$ cat config.mk
export PLATFORM = sky130hd
export DESIGN_NAME = e_tdmrc_dec_flat
export DESIGN_NICKNAME = d
export VERILOG_FILES = /design/src/rtl/e_tdmrc_dec_if.sv /design/src/rtl/e_tdmrc_dec.sv /design/src/flat_wrapper.sv
export SDC_FILE = /design/constraint.sdc
export NUM_CORES = 1
export LEC_CHECK = 0
export ABC_CLOCK_PERIOD_IN_PS = 35300
export CELL_PAD_IN_SITES_DETAIL_PLACEMENT = 1
export CELL_PAD_IN_SITES_GLOBAL_PLACEMENT = 1
export CORE_AREA = 2 2 270 326
export DETAILED_ROUTE_END_ITERATION = 6
export DIE_AREA = 0 0 272 328
export DONT_BUFFER_PORTS = 1
export PLACE_DENSITY_LB_ADDON = 0.1
export SYNTH_ARGS = -nofsm -noshare
export SYNTH_HDL_FRONTEND = slang
export SYNTH_SLANG_ARGS = --single-unit
$ cat constraint.sdc
create_clock -name clk -period 35.3 [get_ports clk]
set_input_delay 5.295 -clock clk [delete_from_list [all_inputs] [get_ports clk]]
set_output_delay 5.295 -clock clk [all_outputs]
set_load 0.02 [all_outputs]
$ cat src/rtl/e_tdmrc_dec_if.sv
// Bus bundle for the e_tdmrc_dec frame decryptor: keys, cipher byte handshake and result.
// Define E_TDMRC_DEC_OVF_EN to add the sticky ovf_err status signal.
interface e_tdmrc_dec_if;
  logic [31:0] master_key;
  logic [15:0] subkey;
  logic [15:0] subkey1;
  logic [15:0] subkey2;
  logic [15:0] subkey3;
  logic [7:0]  cipher_in;
  logic        cipher_valid;
  logic        cipher_ready;
  logic [39:0] plain_flat;
  logic        done;
`ifdef E_TDMRC_DEC_OVF_EN
  logic        ovf_err;

  modport master (
    output master_key, subkey, subkey1, subkey2, subkey3, cipher_in, cipher_valid,
    input  cipher_ready, plain_flat, done, ovf_err
  );

  modport slave (
    input  master_key, subkey, subkey1, subkey2, subkey3, cipher_in, cipher_valid,
    output cipher_ready, plain_flat, done, ovf_err
  );
`else
  modport master (
    output master_key, subkey, subkey1, subkey2, subkey3, cipher_in, cipher_valid,
    input  cipher_ready, plain_flat, done
  );

  modport slave (
    input  master_key, subkey, subkey1, subkey2, subkey3, cipher_in, cipher_valid,
    output cipher_ready, plain_flat, done
  );
`endif
endinterface

$ cat src/rtl/e_tdmrc_dec.sv
// 5-byte frame decryptor: XORs each byte with one of four quadratic generators.
// Define E_TDMRC_DEC_OVF_EN to add the sticky ovf_err flag for bytes offered while busy.
module e_tdmrc_dec (
  input logic          clk,
  input logic          rst,
  e_tdmrc_dec_if.slave bus
);

  typedef enum logic [1:0] {StIdle, StLoad, StDecrypt, StFinal} state_e;

  state_e      state_q, state_d;
  logic [2:0]  idx_q, idx_d;
  logic [7:0]  data_q [5];
  logic [7:0]  c_q [4];
  logic [15:0] x_q [4];
  logic [39:0] plain_q;
  logic        done_q;

  logic        ready;
  logic        accept;
  logic [15:0] key [4];
  logic [16:0] rn;
  logic [31:0] ma;
  logic [7:0]  c_new [4];
  logic [1:0]  sel;
  logic [15:0] a_sel, b_sel, x_sel, sq, t, x_new;

  assign key[0] = bus.subkey;
  assign key[1] = bus.subkey1;
  assign key[2] = bus.subkey2;
  assign key[3] = bus.subkey3;

  assign rn = {1'b0, bus.subkey} + {1'b0, bus.subkey1};
  assign ma = bus.master_key ^ {15'd0, rn};

  for (genvar k = 0; k < 4; k++) begin : g_const
    assign c_new[k] = 8'(ma * {16'd0, key[k]});
  end

  always_comb begin
    state_d = state_q;
    idx_d   = idx_q;
    ready   = 1'b0;
    unique case (state_q)
      StIdle: begin
        ready = 1'b1;
        if (bus.cipher_valid) begin
          state_d = StLoad;
          idx_d   = 3'd1;
        end
      end
      StLoad: begin
        ready = 1'b1;
        if (bus.cipher_valid) begin
          if (idx_q == 3'd4) begin
            state_d = StDecrypt;
            idx_d   = 3'd0;
          end else begin
            idx_d = idx_q + 3'd1;
          end
        end
      end
      StDecrypt: begin
        if (idx_q == 3'd4) begin
          state_d = StFinal;
          idx_d   = 3'd0;
        end else begin
          idx_d = idx_q + 3'd1;
        end
      end
      StFinal: state_d = StIdle;
      default: state_d = StIdle;
    endcase
  end

  assign accept           = bus.cipher_valid & ready;
  assign bus.cipher_ready = ready;
  assign bus.plain_flat   = plain_q;
  assign bus.done         = done_q;

  // Byte order 0..4 walks generators x2, x1, x0, x3, x2.
  always_comb begin
    unique case (idx_q)
      3'd1:    sel = 2'd1;
      3'd2:    sel = 2'd0;
      3'd3:    sel = 2'd3;
      default: sel = 2'd2;
    endcase
  end

  // Generator k uses A = key[k], B = key[k+1 mod 4].
  assign a_sel = key[sel];
  assign b_sel = key[sel + 2'd1];
  assign x_sel = x_q[sel];
  assign sq    = x_sel * x_sel;
  assign t     = a_sel * sq + b_sel * x_sel + {8'd0, c_q[sel]};
  assign x_new = (t == 16'hFFFF) ? 16'd0 : t;

  always_ff @(posedge clk) begin
    if (rst) begin
      state_q <= StIdle;
      idx_q   <= 3'd0;
    end else begin
      state_q <= state_d;
      idx_q   <= idx_d;
    end
  end

  always_ff @(posedge clk) begin
    if (rst) begin
      for (int i = 0; i < 5; i++) data_q[i] <= 8'd0;
      for (int k = 0; k < 4; k++) c_q[k] <= 8'd0;
      x_q[0]  <= 16'd1;
      x_q[1]  <= 16'd3;
      x_q[2]  <= 16'd5;
      x_q[3]  <= 16'd7;
      plain_q <= 40'd0;
      done_q  <= 1'b0;
    end else begin
      done_q <= 1'b0;
      if (accept) begin
        data_q[idx_q] <= bus.cipher_in;
        if (state_q == StIdle) begin
          for (int k = 0; k < 4; k++) c_q[k] <= c_new[k];
        end
      end
      if (state_q == StDecrypt) begin
        x_q[sel]      <= x_new;
        data_q[idx_q] <= data_q[idx_q] ^ {1'b0, x_new[6:0]};
      end
      if (state_q == StFinal) begin
        plain_q <= {data_q[0], data_q[1], data_q[2], data_q[3], data_q[4]};
        done_q  <= 1'b1;
      end
    end
  end

`ifdef E_TDMRC_DEC_OVF_EN
  logic ovf_q;

  always_ff @(posedge clk) begin
    if (rst) begin
      ovf_q <= 1'b0;
    end else if (bus.cipher_valid && !ready) begin
      ovf_q <= 1'b1;
    end
  end

  assign bus.ovf_err = ovf_q;
`endif

endmodule

$ cat src/flat_wrapper.sv
// flat-port wrapper written by rule: the top's interface ports become plain ports
module e_tdmrc_dec_flat 
  (clk, rst, bus_master_key, bus_subkey, bus_subkey1, bus_subkey2, bus_subkey3, bus_cipher_in, bus_cipher_valid, bus_cipher_ready, bus_plain_flat, bus_done);
  e_tdmrc_dec_if bus_i ();
  input logic clk;
  input logic rst;
  input wire logic [$bits(bus_i.master_key)-1:0] bus_master_key;
  input wire logic [$bits(bus_i.subkey)-1:0] bus_subkey;
  input wire logic [$bits(bus_i.subkey1)-1:0] bus_subkey1;
  input wire logic [$bits(bus_i.subkey2)-1:0] bus_subkey2;
  input wire logic [$bits(bus_i.subkey3)-1:0] bus_subkey3;
  input wire logic [$bits(bus_i.cipher_in)-1:0] bus_cipher_in;
  input wire logic [$bits(bus_i.cipher_valid)-1:0] bus_cipher_valid;
  output wire logic [$bits(bus_i.cipher_ready)-1:0] bus_cipher_ready;
  output wire logic [$bits(bus_i.plain_flat)-1:0] bus_plain_flat;
  output wire logic [$bits(bus_i.done)-1:0] bus_done;
  assign bus_i.master_key = bus_master_key;
  assign bus_i.subkey = bus_subkey;
  assign bus_i.subkey1 = bus_subkey1;
  assign bus_i.subkey2 = bus_subkey2;
  assign bus_i.subkey3 = bus_subkey3;
  assign bus_i.cipher_in = bus_cipher_in;
  assign bus_i.cipher_valid = bus_cipher_valid;
  assign bus_cipher_ready = bus_i.cipher_ready;
  assign bus_plain_flat = bus_i.plain_flat;
  assign bus_done = bus_i.done;
  e_tdmrc_dec u_core (.clk(clk), .rst(rst), .bus(bus_i));
endmodule
==> results.ini <==
[run_status]
outcome=finished, final reports clean

[synth]
yosys_most_used_dff=edfxtp_1
synth.net_count=3189
mappedNetlistArea_mm2=0.0248
asyncSetResetFlopFracSynth=0
synth.lib_cells_used.distinct=61
yosysTopAreaCellShare=0.239
yosys_warnings=0
syn-instance-count=2559
synth_seq_cells=209
synthTopCellsByArea=fa_1, edfxtp_1, ha_1
yosys.area.top_type=fa_1
avgSynthCellArea_um2=9.67
seq_area_frac_synth=0.234
synth-edff-count=160

[placed_design]
gp_routability_congestion=0.789
dp_slack_ns=18.69
postPlaceCellArea_mm2=0.0261
hpwlAfterDp_um=64500
port-buffer-count=0

[grt]
grt_pass1_vias=19962
grt_start_max_net_pins=63
grt_pass1_wl_um=126000
number_of_antenna_violations_at_the_first_check_in_global_routing=3
grt.overflow.total=0
grt_usage=0.191

[critical_path]
r2r-end=u_core.data_q[6][1]
worstPathRequired_ns=35.56
logic_depth_of_the_worst_register_to_register_path=48
start_kind=flip-flop
slowest_stage=dfxtp_1
end_kind=flip-flop
path_common_cell=fa_1
data_arrival_time_of_the_worst_path_ns=16.76
path_class=flip-flop to flip-flop
cp_max_fo=31
source_of_the_worst_register_to_register_timing_path=u_core.idx_q[1]
reg2reg_slack_ns=18.80
max_stage_delay_ns=0.77

[timing]
setup_viol=0
postLayoutSetupSlackWorst_ns=18.80
rsz0062_at_grt=false
finalClockSkew_ns=0.0238
timing_max_transition_violations_final=0
min_clock_period_post_route_ns=16.50
slew_headroom=0.154
tightestPinTransition_ns=1.26
final_min_period_over_clock_period=0.467
max_clock_freq_mhz=60.6
timing_hold_violations_final=0
setup_total_negative_slack_ns=0

[floorplanning]
die_area_mm2=0.0892
die_x_um=272
placement_rows=118
fp.coreArea_mm2=0.0858
floorplan.initialDensity=0.289
design.portCount=149
die-height_um=328

[cells_and_area]
core_util_final=0.312
num-fill-cells=9764
drive_above_1_share=0.0656
finalInstanceArea_mm2=0.0267
multiInputGateArea_mm2=0.0170
areaGrowthSynthToFinish_pct=8.01
register_area_mm2=0.00579
num-nets-final=3147

[drt]
finalWirelength_um=83600
number_of_remaining_drc_errors=0
dr_total_vias=17457
detail_route.vias_per_cell=4.75
drtIter0Drc=806
wl_per_cell_um=22.8
detail-route-antenna-nets=0
drt_first_pass_iters=5

[cts]
cts_setup_buffers=0
cts_hold_repair.buffers=0
clock-root-buffer=clkbuf_16
tritoncts_num_sinks=209
clock_latency_ns=0.54
ctsResizeCount=0
tritoncts=done
worst_setup_hold_path_clk_slew_ns=0.06
number_of_buffers_created_by_cts=22
ctsHtreeMaxLevel=1
clock_path_buffers=3

[min_path]
holdPathStages=2
hold_path.class=flip-flop to flip-flop
hold_start=u_core.data_q[2][4]
hold_end=bus_plain_flat[20]

[flow_run]
cap_viol_max_count=0

## metrics by stage
| step | instances | hold WS, ns |
|---|---|---|
| 5_1_grt | 3672 | 0.570 |
| 6_report | 3673 | 0.531 |
| 4_1_cts | 3672 | 0.535 |
| 3_3_place_gp | 3633 | 0.506 |
| 2_1_floorplan | 2559 | 0.477 |
| 3_5_place_dp | 3633 | 0.518 |
## cell families (layout without fill, tap and decap cells)
family / after synthesis / after routing / synth area share
compound gates: 122 / 122 / 0.0345
xor+xnor: 173 / 173 / 0.0634
fa+ha+maj: 523 / 523 / 0.354
buf+inv: 536 / 509 / 0.0843
flops: 209 / 209 / 0.234
mux: 141 / 141 / 0.0755
other cells: 0 / 1 / 0
simple gates: 855 / 855 / 0.154
## metal layers
metal,up-vias,wire (um),track usage
li1,7961,-,-
met4,4,2900,0.0608
met2,360,42800,0.348
met1,9027,33600,0.228
met5,-,31,0
met3,105,4240,0.0317
## sequential cells by signal (all words and copies together), names as in the netlist, named ones only
signal / flops
u_core.data_q: 64
u_core.x_q: 64
u_core.c_q: 32
u_core.state_q: 2
u_core.bus.done: 1
bus_plain_flat: 40
u_core.idx_q: 3
## synth_stat cells (7+ instances only)
cell        n
a21o_1     20
a21oi_1    32
and2_1    111
and3_1      9
buf_1      16
buf_2       9
buf_4       7
clkbuf_1   67
dfxtp_1    49
edfxtp_1  160
fa_1      296
ha_1      227
inv_1     430
mux2_2      9
mux2i_1    95
mux4_2     35
nand2_1   182
nand2b_1   27
nand3_1    30
nor2_1    407
nor2b_1    20
nor3_1     23
o21ai_0    14
or2_2      28
xnor2_1   132
xor2_1     37
## cells in the final DEF, fill, tap and decap left out, drive strengths merged, types with 3 or more instances in the layout
cell / synthesis / routed
o32ai: 4 / 4
mux2i: 97 / 97
xnor3: 4 / 4
inv: 431 / 432
or4: 5 / 5
ha: 227 / 227
a211oi: 3 / 3
nor2b: 20 / 20
nand3: 30 / 30
clkinv: 1 / 7
dfxtp: 49 / 49
edfxtp: 160 / 160
o221ai: 4 / 4
a21o: 20 / 20
mux4: 35 / 35
mux2: 9 / 9
buf: 37 / 38
a21oi: 32 / 32
or2: 32 / 32
xor2: 37 / 37
nand2b: 27 / 27
o21a: 6 / 6
o21bai: 8 / 8
nand2: 185 / 185
clkbuf: 67 / 31
xnor2: 132 / 132
o32a: 6 / 6
nor3: 23 / 23
nor2: 407 / 407
fa: 296 / 296
o21ai: 21 / 21
a22oi: 6 / 6
and2: 111 / 111
and3: 9 / 9
## worst max-delay path, delay by kind of cell (launching register included)
| family | cells | cell delay (ns) |
|---|---|---|
| AO/OA/AOI/OAI | 4 | 1.10 |
| XOR/XNOR | 12 | 2.94 |
| adder cells (fa/ha/maj) | 16 | 7.77 |
| buffers and inverters | 9 | 1.32 |
| flip-flops | 1 | 0.77 |
| multiplexers | 2 | 0.74 |
| AND/OR/NAND/NOR | 5 | 1.49 |
## how the worst max path moves through the flow
stage	startpoint	endpoint	slack, ns	depth (start not counted)
floorplan	u_core.idx_q[1]	u_core.data_q[5][5]	21.72	51
global placement	u_core.idx_q[1]	u_core.data_q[5][1]	18.81	48
detailed placement	u_core.idx_q[1]	u_core.data_q[5][1]	18.69	48
CTS	u_core.idx_q[1]	u_core.data_q[6][1]	18.64	48
global route	u_core.idx_q[1]	u_core.data_q[6][1]	18.07	48
finish	u_core.idx_q[1]	u_core.data_q[6][1]	18.80	48
## area by class of cell
class,instances,area share
multi-input cells,1814,0.634
flip-flops and latches,209,0.216
inverters,432,0.0607
well taps,1140,0.0534
clock buffers,31,0.0222
repair buffers,38,0.0107
clock inverters,8,0.00229
diodes,1,0.0000936
Power is left out: the tool's default activity adds up to more than one toggle a clock period on the data nets, which glitch-free logic cannot reach.
